--- config.mk ---
export PLATFORM = sky130hd
export DESIGN_NAME = tbuf_bus_sequencer_flat
export DESIGN_NICKNAME = d
export VERILOG_FILES = /design/src/rtl/tbuf_bus_sequencer_pkg.sv /design/src/rtl/tbuf_bus_sequencer_if.sv /design/src/rtl/tbuf_bus_sequencer_rr_arbiter.sv /design/src/rtl/tbuf_bus_sequencer.sv /design/src/flat_wrapper.sv
export SDC_FILE = /design/constraint.sdc
export NUM_CORES = 1
export LEC_CHECK = 0
export ABC_AREA = 1
export BUFFER_PORTS_ARGS = -buffer_cell sky130_fd_sc_hd__buf_2
export CAP_MARGIN = 40
export CORE_MARGIN = 3
export CORE_UTILIZATION = 50
export CTS_CLUSTER_SIZE = 10
export DETAILED_ROUTE_END_ITERATION = 10
export PLACE_DENSITY = 0.76
export RECOVER_POWER = 100
export SLEW_MARGIN = 20
export SYNTH_ARGS = -nofsm -noshare
export SYNTH_HDL_FRONTEND = slang
export SYNTH_SLANG_ARGS = --single-unit
export TNS_END_PERCENT = 20
--- constraint.sdc ---
create_clock -name clk -period 2.1 [get_ports clk]
set_input_delay 0.315 -clock clk [delete_from_list [all_inputs] [get_ports clk]]
set_output_delay 0.315 -clock clk [all_outputs]
set_load 0.03 [all_outputs]
--- src/rtl/tbuf_bus_sequencer_pkg.sv ---
// +----------------------------------------------------------------------------+
// | tbuf_pkg: shared state encoding, reset constants and width helpers         |
// | Rev 1.0 - initial release                                                  |
// +----------------------------------------------------------------------------+
`default_nettype none

package tbuf_pkg;

  typedef enum logic [1:0] {
    IDLE  = 2'd0,
    DEAD  = 2'd1,
    DRIVE = 2'd2
  } state_t;

  localparam logic C_OE_RST      = 1'b0;
  localparam logic C_Y_RST_BIT   = 1'b0;
  localparam logic C_GNT_RST_BIT = 1'b0;

  function automatic int ptr_w(input int n);
    return (n < 2) ? 1 : $clog2(n);
  endfunction

  // Counters must hold values 0..maxv inclusive.
  function automatic int cnt_w(input int maxv);
    return (maxv < 1) ? 1 : $clog2(maxv + 1);
  endfunction

endpackage

`default_nettype wire

--- src/rtl/tbuf_bus_sequencer_if.sv ---
// +----------------------------------------------------------------------------+
// | tbuf_bus_sequencer_if: requester/bus-side bundle of the bus sequencer      |
// | Rev 1.0 - initial release                                                  |
// +----------------------------------------------------------------------------+
`default_nettype none

interface tbuf_bus_sequencer_if #(
  parameter int W  = 4,
  parameter int CH = 4
);
  logic [CH-1:0]   req;
  logic [CH*W-1:0] a;
  logic [W-1:0]    y;
  logic            oe;
  logic            oe_bar;
  logic [CH-1:0]   gnt;
  logic            busy;
  logic            preempt;

  modport master (output req, a, input y, oe, oe_bar, gnt, busy, preempt);
  modport slave  (input req, a, output y, oe, oe_bar, gnt, busy, preempt);
endinterface

`default_nettype wire

--- src/rtl/tbuf_bus_sequencer_rr_arbiter.sv ---
// +----------------------------------------------------------------------------+
// | tbuf_rr_arbiter: combinational round-robin pick starting at ptr            |
// | Rev 1.0 - initial release                                                  |
// +----------------------------------------------------------------------------+
`default_nettype none

module tbuf_rr_arbiter
  import tbuf_pkg::*;
#(
  parameter  int CH = 4,
  localparam int PW = ptr_w(CH)
) (
  input  logic [CH-1:0] req,
  input  logic [PW-1:0] ptr,
  input  logic [CH-1:0] excl,
  output logic [CH-1:0] gnt,
  output logic          valid
);

  logic [PW-1:0] w_idx;

  always_comb begin
    gnt   = '0;
    valid = 1'b0;
    w_idx = '0;
    for (int i = 0; i < CH; i++) begin
      w_idx = PW'((int'(ptr) + i) % CH);
      if (!valid && req[w_idx] && !excl[w_idx]) begin
        gnt[w_idx] = 1'b1;
        valid      = 1'b1;
      end
    end
  end

endmodule

`default_nettype wire

--- src/rtl/tbuf_bus_sequencer.sv ---
// +----------------------------------------------------------------------------+
// | tbuf_bus_sequencer: round-robin owner of a shared tri-state bus with dead  |
// | time and bounded hold. Option macro: TBUF_KEEPER_EN.  Rev 1.0              |
// +----------------------------------------------------------------------------+
`default_nettype none

module tbuf_bus_sequencer
  import tbuf_pkg::*;
#(
  parameter int W        = 4,
  parameter int CH       = 4,
  parameter int DEAD_CYC = 1,
  parameter int MAX_HOLD = 16
) (
  input  logic                 clk,
  input  logic                 rn,
  tbuf_bus_sequencer_if.slave  bus
);

  localparam int PW = ptr_w(CH);
  localparam int DW = cnt_w(DEAD_CYC);
  localparam int HW = cnt_w(MAX_HOLD);

  state_t        r_state;
  logic [CH-1:0] r_gnt;
  logic [PW-1:0] r_owner;
  logic [PW-1:0] r_ptr;
  logic [DW-1:0] r_dead;
  logic [HW-1:0] r_hold;
  logic          r_oe;
  logic          r_preempt;
  logic [W-1:0]  r_y;

  logic [CH-1:0] w_win_gnt;
  logic          w_win_valid;
  logic [PW-1:0] w_win_idx;
  logic [PW-1:0] w_next_ptr;
  logic [PW-1:0] w_arb_ptr;
  logic [W-1:0]  w_a_sel;
  logic [W-1:0]  w_y_off;
  logic          w_owner_req;
  logic          w_others;
  logic          w_forced;
  logic          w_release;

  assign w_owner_req = bus.req[r_owner];
  assign w_others    = |(bus.req & ~r_gnt);
  assign w_forced    = (MAX_HOLD != 0) && (r_hold == HW'(MAX_HOLD)) && w_owner_req && w_others;
  assign w_release   = !w_owner_req || w_forced;
  assign w_next_ptr  = (r_owner == PW'(CH - 1)) ? '0 : r_owner + 1'b1;
  // A release arbitrates from the already-advanced pointer so the old owner goes last.
  assign w_arb_ptr   = (r_state == DRIVE) ? w_next_ptr : r_ptr;

`ifdef TBUF_KEEPER_EN
  assign w_y_off = r_y;
`else
  assign w_y_off = '0;
`endif

  tbuf_rr_arbiter #(.CH(CH)) u_arb (
    .req   (bus.req),
    .ptr   (w_arb_ptr),
    .excl  (r_gnt),
    .gnt   (w_win_gnt),
    .valid (w_win_valid)
  );

  always_comb begin
    w_win_idx = '0;
    w_a_sel   = '0;
    for (int i = 0; i < CH; i++) begin
      if (w_win_gnt[i]) w_win_idx = PW'(i);
      if (r_owner == PW'(i)) w_a_sel = bus.a[i*W +: W];
    end
  end

  always_ff @(posedge clk) begin
    if (!rn) begin
      r_state   <= IDLE;
      r_gnt     <= {CH{C_GNT_RST_BIT}};
      r_owner   <= '0;
      r_ptr     <= '0;
      r_dead    <= '0;
      r_hold    <= '0;
      r_oe      <= C_OE_RST;
      r_preempt <= 1'b0;
      r_y       <= {W{C_Y_RST_BIT}};
    end else begin
      r_preempt <= 1'b0;
      case (r_state)
        IDLE: begin
          r_oe <= 1'b0;
          r_y  <= w_y_off;
          if (w_win_valid) begin
            r_gnt   <= w_win_gnt;
            r_owner <= w_win_idx;
            r_dead  <= DW'(DEAD_CYC);
            r_state <= DEAD;
          end
        end
        DEAD: begin
          r_oe <= 1'b0;
          r_y  <= w_y_off;
          if (!w_owner_req) begin
            if (w_win_valid) begin
              r_gnt   <= w_win_gnt;
              r_owner <= w_win_idx;
              r_dead  <= DW'(DEAD_CYC);
            end else begin
              r_gnt   <= '0;
              r_state <= IDLE;
            end
          end else if (r_dead <= DW'(1)) begin
            r_dead  <= '0;
            r_hold  <= '0;
            r_oe    <= 1'b1;
            r_y     <= w_a_sel;
            r_state <= DRIVE;
          end else begin
            r_dead <= r_dead - 1'b1;
          end
        end
        DRIVE: begin
          if (w_release) begin
            r_oe      <= 1'b0;
            r_hold    <= '0;
            r_ptr     <= w_next_ptr;
            r_preempt <= w_forced;
            r_y       <= w_y_off;
            if (w_win_valid) begin
              r_gnt   <= w_win_gnt;
              r_owner <= w_win_idx;
              r_dead  <= DW'(DEAD_CYC);
              r_state <= DEAD;
            end else begin
              r_gnt   <= '0;
              r_state <= IDLE;
            end
          end else begin
            r_y <= w_a_sel;
            if (r_hold != HW'(MAX_HOLD)) r_hold <= r_hold + 1'b1;
          end
        end
        default: begin
          r_state <= IDLE;
          r_gnt   <= '0;
          r_oe    <= 1'b0;
        end
      endcase
    end
  end

  assign bus.y       = r_y;
  assign bus.oe      = r_oe;
  assign bus.oe_bar  = ~r_oe;
  assign bus.gnt     = r_gnt;
  assign bus.busy    = (r_state != IDLE);
  assign bus.preempt = r_preempt;

endmodule

`default_nettype wire

--- src/flat_wrapper.sv ---
// flat-port wrapper written by rule: the top's interface ports become plain ports
module tbuf_bus_sequencer_flat import tbuf_pkg::*;
#(
  parameter int W        = 4,
  parameter int CH       = 4,
  parameter int DEAD_CYC = 1,
  parameter int MAX_HOLD = 16
)
  (clk, rn, bus_req, bus_a, bus_y, bus_oe, bus_oe_bar, bus_gnt, bus_busy, bus_preempt);
  tbuf_bus_sequencer_if #(.W(W), .CH(CH)) bus_i ();
  input  logic clk;
  input  logic rn;
  input wire logic [$bits(bus_i.req)-1:0] bus_req;
  input wire logic [$bits(bus_i.a)-1:0] bus_a;
  output wire logic [$bits(bus_i.y)-1:0] bus_y;
  output wire logic [$bits(bus_i.oe)-1:0] bus_oe;
  output wire logic [$bits(bus_i.oe_bar)-1:0] bus_oe_bar;
  output wire logic [$bits(bus_i.gnt)-1:0] bus_gnt;
  output wire logic [$bits(bus_i.busy)-1:0] bus_busy;
  output wire logic [$bits(bus_i.preempt)-1:0] bus_preempt;
  assign bus_i.req = bus_req;
  assign bus_i.a = bus_a;
  assign bus_y = bus_i.y;
  assign bus_oe = bus_i.oe;
  assign bus_oe_bar = bus_i.oe_bar;
  assign bus_gnt = bus_i.gnt;
  assign bus_busy = bus_i.busy;
  assign bus_preempt = bus_i.preempt;
  tbuf_bus_sequencer #(.W(W), .CH(CH), .DEAD_CYC(DEAD_CYC), .MAX_HOLD(MAX_HOLD)) u_core (.clk(clk), .rn(rn), .bus(bus_i));
endmodule
==> run_results.csv, run 1 <==
group,metric,value,unit
clock_tree,cts_sinks,21,
synthesis,synth-seq-cells,21,
synthesis,yosysWarnings,0,
run,cap_violations,0,
place,io_buffer_count,33,
setup_path,cp_slowest_cell,"dfxtp_4",
sta,rsz0062_at_grt,"yes",
route,wl,4930,um
min_path,hp-class,"primary input to flop",
setup_path,critPathKind,"flop to flop",
setup_path,startpoint_type,"flop",
route,drt-initial-drc-count,95,
clock_tree,clockBufferDepth,2,
route,vias,1925,
global_route,grt_start_max_net_pins,13,
place,placed_area,2180,sq um
pwr,peakVddDrop,0.808,mV
sta,slew_headroom,75.1,%
synthesis,synth_cells,270,
setup_path,worstPathCellList,"inv_4, ha_4, inv_2, nand2_2, o21ai_4, ha_4, nand3_4, nand2_4, nand2_4, nor2_4, nand3_2, nand2_1, nand2_1, a21oi_1",
route,wl_per_cell,13.5,um
setup_path,reg2reg_from,"u_core.r_owner[1]",
finish,areaGrowthSynthToFinish,28.6,%
pwr,power.density,1570,nW/um^2
setup_path,critPathMaxFanout,4,
global_route,overflow,0,
floorplan,die-height,67.1,um
setup_path,critPathRequiredTime,2.30,ns
sta,slew_violations,0,
setup_path,r2r_cells,14,
min_path,hp-start,"bus_a[12]",
synthesis,ys_types,36,
finish,final_area,2400,sq um
finish,nFillCells,300,
route,postRouteAntennaNets,0,
floorplan,start_util,53.9,%
clock_tree,cts_buffers,3,
finish,drive_above_1_share,35.6,%
setup_path,r2r_slack,0.04,ns
clock_tree,worst_skew_pair.late_latency,0.27,ns
status,status,"finished, final reports clean",
finish,ff_latch_area,429,sq um
finish,layout.nets,360,
sta,tightest_slew,0.371,ns
route,firstDrtPassIters,4,
sta,fin_crit,2.06,ns
pwr,p_leak,1.09,nW
clock_tree,root_buffer,"clkbuf_8",
route,vias_per_cell,5.26,
min_path,hold_depth,3,
floorplan,dieArea,4510,sq um
pwr,p_total,3.78,mW
sta,hold_violations,0,
floorplan,core_area,3470,sq um
sta,finalCritPeriodShare,98.3,%
min_path,whs_endpoint,"u_core.bus.y[0]",
clock_tree,holdBufCountCts,0,
sta,clock-skew-final,0.00872,ns
floorplan,die_x,67.1,um
synthesis,synth_fp_nets,309,
global_route,grt_first_pass_wirelength,7450,um
setup_path,timing.rr.end,"u_core.bus.gnt[0]",
global_route,antenna_found_initial,0,
synthesis,synthTopCellsByArea,"dfxtp_1 (22%), ha_1 (11%), nand2_1 (10%), nand3_1 (9.4%), inv_1 (6.0%)",
synthesis,yosysTopAreaCell,"dfxtp_1",
sta,finalSetupViolCount,0,
finish,num_antenna_cells,0,
global_route,grt_pass1_vias,1758,
setup_path,cp_slowest_stage_delay,0.38,ns
sta,max_freq,484,MHz
place,place_congestion,0.992,
floorplan,ios,34,
clock_tree,clk_pin_slew,0.08,ns
setup_path,critPathBufInv,2,
floorplan,rows,21,
synthesis,yosys.area.top_type_share,22.5,%
global_route,gr-usage-all-layers,21.3,%
route,drc_errors,0,
synthesis,syn_area,1870,sq um
place,post-dp-hpwl,3630,um
clock_tree,cts_tree,"done",
setup_path,critPathArrivalTime,2.26,ns
synthesis,seq_area_frac_synth,22.5,%
synthesis,syn-mean-instance-area,6.92,sq um
setup_path,worstSetupEndpointType,"flop",
clock_tree,h-tree-depth,1,
finish,multi_input_area,1420,sq um
setup_path,path_delay_family,"simple AND/OR/NAND/NOR gates",
-- worst register-to-register path, delay by kind of cell (launching register included) --
kind / cells / cell delay (ns)
flip-flops: 1 / 0.38
AND/OR/NAND/NOR: 8 / 0.73
AO/OA/AOI/OAI: 2 / 0.20
adder cells (fa/ha/maj): 2 / 0.59
buffers and inverters: 2 / 0.09
-- sequential cells by signal, indices dropped and copies added, names as in the netlist --
signal / count
u_core.r_ptr: 2
u_core.bus.gnt: 4
u_core.bus.y: 4
u_core.bus.preempt: 1
u_core.r_state: 2
u_core.bus.oe: 1
u_core.r_hold: 5
u_core.r_owner: 2
-- report_power, final --
| part | switching (mW) | internal [mW] |
|---|---|---|
| registers | 0.0856 | 0.501 |
| logic | 1.85 | 1.07 |
| clock network | 0.139 | 0.132 |
| total | 2.08 | 1.70 |
-- per-stage QoR --
stage / utilization, % / TNS, ns / cells / hold slack, ns / worst slack [ns]
2_1_floorplan: - / 0 / 270 / 0.456 / 0.000684
3_3_place_gp: 62.9 / -0.277 / 358 / 0.440 / -0.0669
5_1_grt: 69.3 / -0.242 / 366 / 0.304 / -0.0504
6_report: 69.3 / 0 / 366 / 0.309 / 0.0359
4_1_cts: 65.0 / 0 / 362 / 0.307 / 0.0238
3_5_place_dp: 62.9 / -0.765 / 358 / 0.451 / -0.142
-- worst max path at each step --
stage                                  from                end  slack, ns  cells past startpoint
final                     u_core.r_owner[1]  u_core.bus.gnt[0]       0.04                     14
after global routing      u_core.r_owner[0]  u_core.bus.gnt[2]      -0.05                     15
after CTS                 u_core.r_owner[0]  u_core.r_owner[0]       0.02                     15
after detailed placement  u_core.r_state[0]  u_core.bus.gnt[1]      -0.14                     15
after global placement    u_core.r_state[0]  u_core.r_owner[0]      -0.07                     15
after floorplan           u_core.r_state[0]  u_core.r_owner[0]     0.0007                     17
-- kinds of logic after synthesis --
group	share of synthesized area (%)
AO/OA/AOI/OAI	13.9
flip-flops	22.5
AND/OR/NAND/NOR	41.2
buffers and inverters	10.1
XOR/XNOR	0.937
adder cells (fa/ha/maj)	11.4
-- area by class of cell --
type | instances | share of cell area (%)
clock inverter | 1 | 0.208
tap | 46 | 2.39
sequential | 21 | 17.9
inverter | 41 | 7.55
multi-input combinational | 205 | 59.0
clock buffer | 3 | 1.72
timing repair buffer | 49 | 11.2
-- timing repair --
action | 4_1_cts | 5_1_grt
endpoints found under the setup margin | 6 | 6
setup buffers | 0 | 4
resized for setup | 4 | 36
pin swaps | 1 | 16
-- cell usage in the layout, fill, tap and decap left out, drive strengths merged, types with 2 or more instances in the layout --
cell type and count:
a21oi 20, buf 37, clkbuf 15, dfxtp 21, ha 17, inv 41
nand2 67, nand3 40, nand4 3, nor2 29, nor3 2, o2111ai 3
o21ai 12, o31ai 2, xor2 2
-- per-layer routing --
layer | up-vias | wire length (um) | GRT usage, % | share of wire [%]
li1 | 989 | - | - | -
met1 | 867 | 2200 | 26.7 | 45
met2 | 59 | 2370 | 37.8 | 48
met3 | 10 | 265 | 3.66 | 5.4
met4 | 0 | 92 | 5.06 | 1.9
met5 | - | 0 | 0 | 0
-- synthesized netlist by cell type (all sizes together) --
master,number
a21oi,20
nor2,29
o21a,1
o22ai,1
o21ai,12
a22o,1
nand2,67
a211oi,1
nand4,3
or2,1
buf,1
nor3,2
ha,17
nor4,1
clkbuf,2
o31ai,2
a22oi,1
nand3,40
o2111ai,3
dfxtp,21
a31oi,1
inv,41
xor2,2
Note: power is estimated with default switching activity, not from simulation.
==> inputs of run 2 (changes only) <==
--- a/config.mk
+++ b/config.mk
@@ -8,6 +8,7 @@
 export ABC_AREA = 1
 export BUFFER_PORTS_ARGS = -buffer_cell sky130_fd_sc_hd__buf_2
 export CAP_MARGIN = 40
+export CORE_ASPECT_RATIO = 1.2
 export CORE_MARGIN = 3
 export CORE_UTILIZATION = 50
 export CTS_CLUSTER_SIZE = 10
==> run 2 against run 1 <==
Critical path depth rose by 1. Combinational power is 3% higher. Worst hold slack got worse by 0.0098 ns. Core utilization up 0.99 points. Sequential share of layout area decreased by 0.23 points. Non-clock buffer count up 8. Final area is 0.99% higher. Die area barely moved. First-iteration DRC count down 21%. Total power grew 2.3%. Routed wire length decreased by 0.55%. Setup slack better by 0.031 ns. Critical path type unchanged. Critical endpoint is now u_core.bus.gnt[3]. Largest cell class unchanged. Highest routed layer unchanged.
==> run_results.csv, run 2 (synthesized netlist as in run 1, its figures left out) <==
group,metric,value,unit
route,postRouteAntennaNets,0,
clock_tree,clk_pin_slew,0.08,ns
floorplan,core_area,3450,sq um
finish,areaGrowthSynthToFinish,29.9,%
pwr,p_leak,1.12,nW
global_route,grt_start_max_net_pins,12,
place,place_congestion,0.883,
setup_path,startpoint_type,"flop",
setup_path,worstSetupEndpointType,"flop",
finish,nFillCells,314,
finish,layout.nets,368,
route,firstDrtPassIters,4,
finish,top_register,"u_core.r_hold",
clock_tree,cts_buffers,3,
clock_tree,root_buffer,"clkbuf_8",
setup_path,critPathRequiredTime,2.30,ns
setup_path,critPathArrivalTime,2.23,ns
route,vias,1967,
clock_tree,cts_sinks,21,
sta,fin_tns_setup,0,ns
clock_tree,clockBufferDepth,2,
sta,timing.final.ws_setup,0.0667,ns
pwr,power.density,1590,nW/um^2
place,post-dp-hpwl,3840,um
global_route,antenna_found_initial,0,
sta,max_freq,492,MHz
floorplan,start_util,54.1,%
global_route,gr-usage-all-layers,22.4,%
floorplan,rows,23,
finish,largest_reg_flops,5,
finish,drive_above_1_share,37.8,%
finish,most-common-layout-cells,"nand2_1 (43), nand3_1 (29), inv_1 (25)",
clock_tree,h-tree-depth,1,
sta,clock-skew-final,0.00772,ns
pwr,p_total,3.86,mW
floorplan,die_x,61.8,um
floorplan,die-height,73.0,um
finish,fin_cells,365,
sta,slew_headroom,74.5,%
status,status,"finished, final reports clean",
sta,rsz0062_at_grt,"yes",
finish,num_antenna_cells,0,
setup_path,critPathMaxFanout,4,
route,vias_per_cell,5.39,
pwr,peakVddDrop,0.859,mV
route,drt-initial-drc-count,75,
global_route,grt_pass1_vias,1850,
run,cap_violations,0,
sta,slew_violations,0,
route,wl_per_cell,13.4,um
global_route,grt_first_pass_wirelength,7760,um
sta,hold_violations,0,
route,drc_errors,0,
min_path,hp-class,"primary input to flop",
sta,finalCritPeriodShare,96.8,%
route,wl,4900,um
finish,utilization,70.3,%
clock_tree,cts_tree,"done",
setup_path,critPathKind,"flop to flop",
global_route,overflow,0,
floorplan,dieArea,4510,sq um
sta,tightest_slew,0.385,ns
finish,layout_commonest_cell,"nand2_1",
place,dp_slack,-0.137,ns
sta,fin_crit,2.03,ns
sta,finalSetupViolCount,0,
clock_tree,holdBufCountCts,0,
clock_tree,worst_skew_pair.late_latency,0.27,ns
place,numPlacedInstances,357,
floorplan,ios,34,
place,io_buffer_count,33,
-- run 2: cell count changes in the layout (fill, tap and decap cells not counted), moves of 3 or more --
cell     previous run  this run
buf_4              16        24
nand3_2            11         8
inv_2               8        11
nand3_1            25        29
nand2_1            46        43
nand2_2            10        13
-- run 2: final timing paths --
| kind | from | endpoint | slack, ns | cells after the start |
|---|---|---|---|---|
| max | u_core.r_owner[0] | u_core.bus.gnt[3] | 0.07 | 15 |
| min | bus_a[12] | u_core.bus.y[0] | 0.30 | 3 |
| max reg2reg | u_core.r_owner[0] | u_core.bus.gnt[3] | 0.07 | 15 |
| min reg2reg | u_core.bus.y[0] | u_core.bus.y[0] | 0.46 | 2 |
-- run 2: per-layer routing --
layer | global-route usage [%] | share of wire (%) | up-vias
li1 | - | - | 1003
met1 | 25.1 | 41 | 923
met2 | 42.5 | 55 | 31
met3 | 2.30 | 2.6 | 10
met4 | 6.84 | 1.7 | 0
met5 | 0 | 0 | -
-- run 2: power by group --
| part | leakage, nW | internal, mW | total (mW) | switching, mW |
|---|---|---|---|---|
| Combinational | 0.921 | 1.16 | 3.01 | 1.85 |
| Clock | 0.0228 | 0.135 | 0.275 | 0.139 |
| Sequential | 0.172 | 0.499 | 0.579 | 0.0805 |
| Total | 1.12 | 1.80 | 3.86 | 2.07 |
-- run 2: final cells by class --
type / instances / area [sq um] / share of cell area, %
clock buffer: 4 / 45.0 / 1.86
inverter: 41 / 171 / 7.06
multi-input combinational: 205 / 1410 / 57.9
sequential: 21 / 428 / 17.6
tap: 37 / 46.3 / 1.91
timing repair buffer: 57 / 330 / 13.6
-- run 2: repair_timing --
item,4_1_cts,5_1_grt
pin swaps,1,18
hold endpoints to repair,0,0
endpoints found under the setup margin,6,6
gates resized for setup,4,35
setup buffers,2,2
-- run 2: critical path, cell delays in order, from the launching register on --
cell and delay [ns]:
dfxtp_4 0.39, inv_4 0.04, ha_4 0.27, inv_2 0.03
nand2_2 0.06, o21ai_4 0.07, ha_4 0.27, inv_4 0.07
nand3_4 0.08, nand2_4 0.09, nand2_4 0.06, nor2_4 0.15
nand3_2 0.08, nand2_2 0.08, nand2_1 0.07, a21oi_1 0.15
-- run 2: metrics by stage --
step / instance area (sq um) / hold WS, ns
after floorplan: 1890 / 0.456
after CTS: 2310 / 0.309
after global placement: 2230 / 0.445
final: 2430 / 0.299
after global routing: 2430 / 0.329
after detailed placement: 2230 / 0.455
==> inputs of run 3 (changes only) <==
--- a/config.mk
+++ b/config.mk
@@ -6,14 +6,14 @@
 export NUM_CORES = 1
 export LEC_CHECK = 0
 export ABC_AREA = 1
-export BUFFER_PORTS_ARGS = -buffer_cell sky130_fd_sc_hd__buf_2
 export CAP_MARGIN = 40
 export CORE_ASPECT_RATIO = 1.2
 export CORE_MARGIN = 3
-export CORE_UTILIZATION = 50
+export CORE_UTILIZATION = 35
 export CTS_CLUSTER_SIZE = 10
 export DETAILED_ROUTE_END_ITERATION = 10
-export PLACE_DENSITY = 0.76
+export DONT_BUFFER_PORTS = 1
+export PLACE_DENSITY = 0.51
 export RECOVER_POWER = 100
 export SLEW_MARGIN = 20
 export SYNTH_ARGS = -nofsm -noshare
==> run 3 against run 2 <==
Fmax increased by 1.1%. Critical path depth increased by 1. Flip-flop and latch count unchanged. Die area increased by 39%. Final area decreased by 4.0%. Critical endpoint is now u_core.r_owner[1].
==> run_results.csv, run 3 (synthesized netlist as in run 1, its figures left out) <==
group,metric,value,unit
sta,slew_violations,0,
place,post-dp-hpwl,3990,um
global_route,grt_first_pass_wirelength,7890,um
route,wl_per_cell,13.7,um
pwr,power.density,1630,nW/um^2
finish,areaGrowthSynthToFinish,24.6,%
clock_tree,worst_skew_pair.late_latency,0.26,ns
sta,slew_headroom,70.2,%
global_route,overflow,0,
floorplan,start_util,37.1,%
setup_path,worstSetupEndpointType,"flop",
clock_tree,cts_sinks,21,
floorplan,dieArea,6260,sq um
route,firstDrtPassIters,4,
clock_tree,clk_pin_slew,0.08,ns
floorplan,ios,34,
finish,most-common-layout-cells,"nand2_1 (46), nand3_1 (28), inv_1 (26), buf_4 (26), nor2_1 (20)",
sta,clock-skew-final,0.00514,ns
setup_path,cp_slowest_cell,"dfxtp_4",
place,dp_slack,-0.149,ns
setup_path,worstPathCellList,"inv_4, ha_4, inv_2, nand2_2, o21ai_4, ha_4, inv_4, nand2_2, nand2_2, nand3_2, nand2_2, inv_2, nand2_1, nor2_2, buf_4, a21oi_1",
floorplan,die-height,86.1,um
setup_path,r2r_cells,16,
route,vias,1772,
clock_tree,root_buffer,"clkbuf_8",
min_path,hp-start,"rn",
global_route,gr-usage-all-layers,16.0,%
setup_path,critPathKind,"flop to flop",
sta,finalCritPeriodShare,95.8,%
clock_tree,clockBufferDepth,2,
route,vias_per_cell,4.91,
setup_path,startpoint_type,"flop",
finish,drive_above_1_share,33.6,%
sta,tightest_slew,0.447,ns
setup_path,cp_common_cell,"nand2_2",
place,place_congestion,0.853,
route,drc_errors,0,
global_route,grt_start_max_net_pins,13,
clock_tree,holdBufCountCts,0,
finish,layout_commonest_cell,"nand2_1",
min_path,hold_depth,2,
finish,largest_reg_flops,5,
setup_path,cp_slowest_stage_delay,0.39,ns
sta,max_freq,497,MHz
floorplan,core_area,5040,sq um
clock_tree,h-tree-depth,1,
clock_tree,cts_buffers,3,
finish,top_register,"u_core.r_hold",
setup_path,timing.rr.end,"u_core.r_owner[1]",
floorplan,rows,28,
sta,fin_crit,2.01,ns
setup_path,reg2reg_from,"u_core.r_owner[0]",
clock_tree,cts_tree,"done",
setup_path,critPathMaxFanout,4,
global_route,antenna_found_initial,0,
finish,num_antenna_cells,0,
global_route,grt_pass1_vias,1681,
sta,finalSetupViolCount,0,
min_path,whs_endpoint,"u_core.r_ptr[0]",
setup_path,critPathRequiredTime,2.25,ns
finish,layout.nets,341,
status,status,"finished, final reports clean",
setup_path,critPathArrivalTime,2.16,ns
pwr,peakVddDrop,0.673,mV
finish,nFillCells,532,
place,io_buffer_count,0,
route,postRouteAntennaNets,0,
sta,rsz0062_at_grt,"yes",
sta,fin_tns_setup,0,ns
run,cap_violations,0,
route,drt-initial-drc-count,42,
sta,hold_violations,0,
floorplan,die_x,72.7,um
min_path,hp-class,"primary input to flop",
setup_path,r2r_slack,0.09,ns
sta,timing.final.ws_setup,0.0885,ns
route,wl,4940,um
pwr,p_leak,1.04,nW
run 3: cell types whose count changed in the layout (fill, tap and decap cells not counted), sizes merged:
cell	previous run	this run
clkinv	0	1
buf	45	27
clkbuf	16	6
run 3: worst max path at each step:
stage	startpoint	endpoint	cells after the start
3_3_place_gp	u_core.r_state[0]	u_core.r_owner[0]	15
5_1_grt	u_core.r_state[0]	u_core.r_owner[0]	15
6_report	u_core.r_owner[0]	u_core.r_owner[1]	16
2_1_floorplan	u_core.r_state[0]	u_core.r_owner[0]	17
3_5_place_dp	u_core.r_state[0]	u_core.r_owner[0]	15
4_1_cts	u_core.r_owner[0]	u_core.r_owner[0]	15
run 3: what timing repair did:
| item | in CTS | in global routing |
|---|---|---|
| pin swaps | 1 | 17 |
| setup buffers | 0 | 6 |
| setup endpoints to repair | 6 | 6 |
| resized for setup | 5 | 32 |
run 3: through the flow:
stage          cell area [sq um]  utilization [%]  power (mW)  std cells  hold slack (ns)
2_1_floorplan               1890                -        2.48        270            0.456
3_3_place_gp                2120             42.1        3.15        351            0.459
3_5_place_dp                2120             42.1        3.15        351            0.466
4_1_cts                     2200             43.6        3.49        355            0.174
5_1_grt                     2330             46.2        4.15        361            0.187
6_report                    2330             46.2        3.80        361            0.181
run 3: per-layer routing:
metal / up-vias / part of all wire [%] / GRT usage, %
met5: - / 0 / 0
li1: 945 / - / -
met4: 0 / 1.8 / 5.70
met3: 8 / 3.2 / 2.81
met2: 20 / 52 / 28.5
met1: 799 / 43 / 19.0
run 3: critical path, delay by kind of cell (launching register included):
kind | cells | cell delay [ns]
DFF | 1 | 0.39
AOI/OAI and AO/OA | 2 | 0.12
and+or+nand+nor | 7 | 0.53
adders and majority gates | 2 | 0.57
buffers and inverters | 5 | 0.30
run 3: layout make-up:
class	count	area (sq um)	share of cell area, %
multi-input cells	205	1390	59.6
flip-flops and latches	21	429	18.4
repair buffers	30	218	9.34
inverters	41	174	7.47
well taps	60	75.1	3.22
clock buffers	3	41.3	1.77
clock inverters	1	5.00	0.215
run 3: where the power goes:
group	switching, mW	internal [mW]
logic	1.78	1.15
clock network	0.136	0.132
registers	0.101	0.501
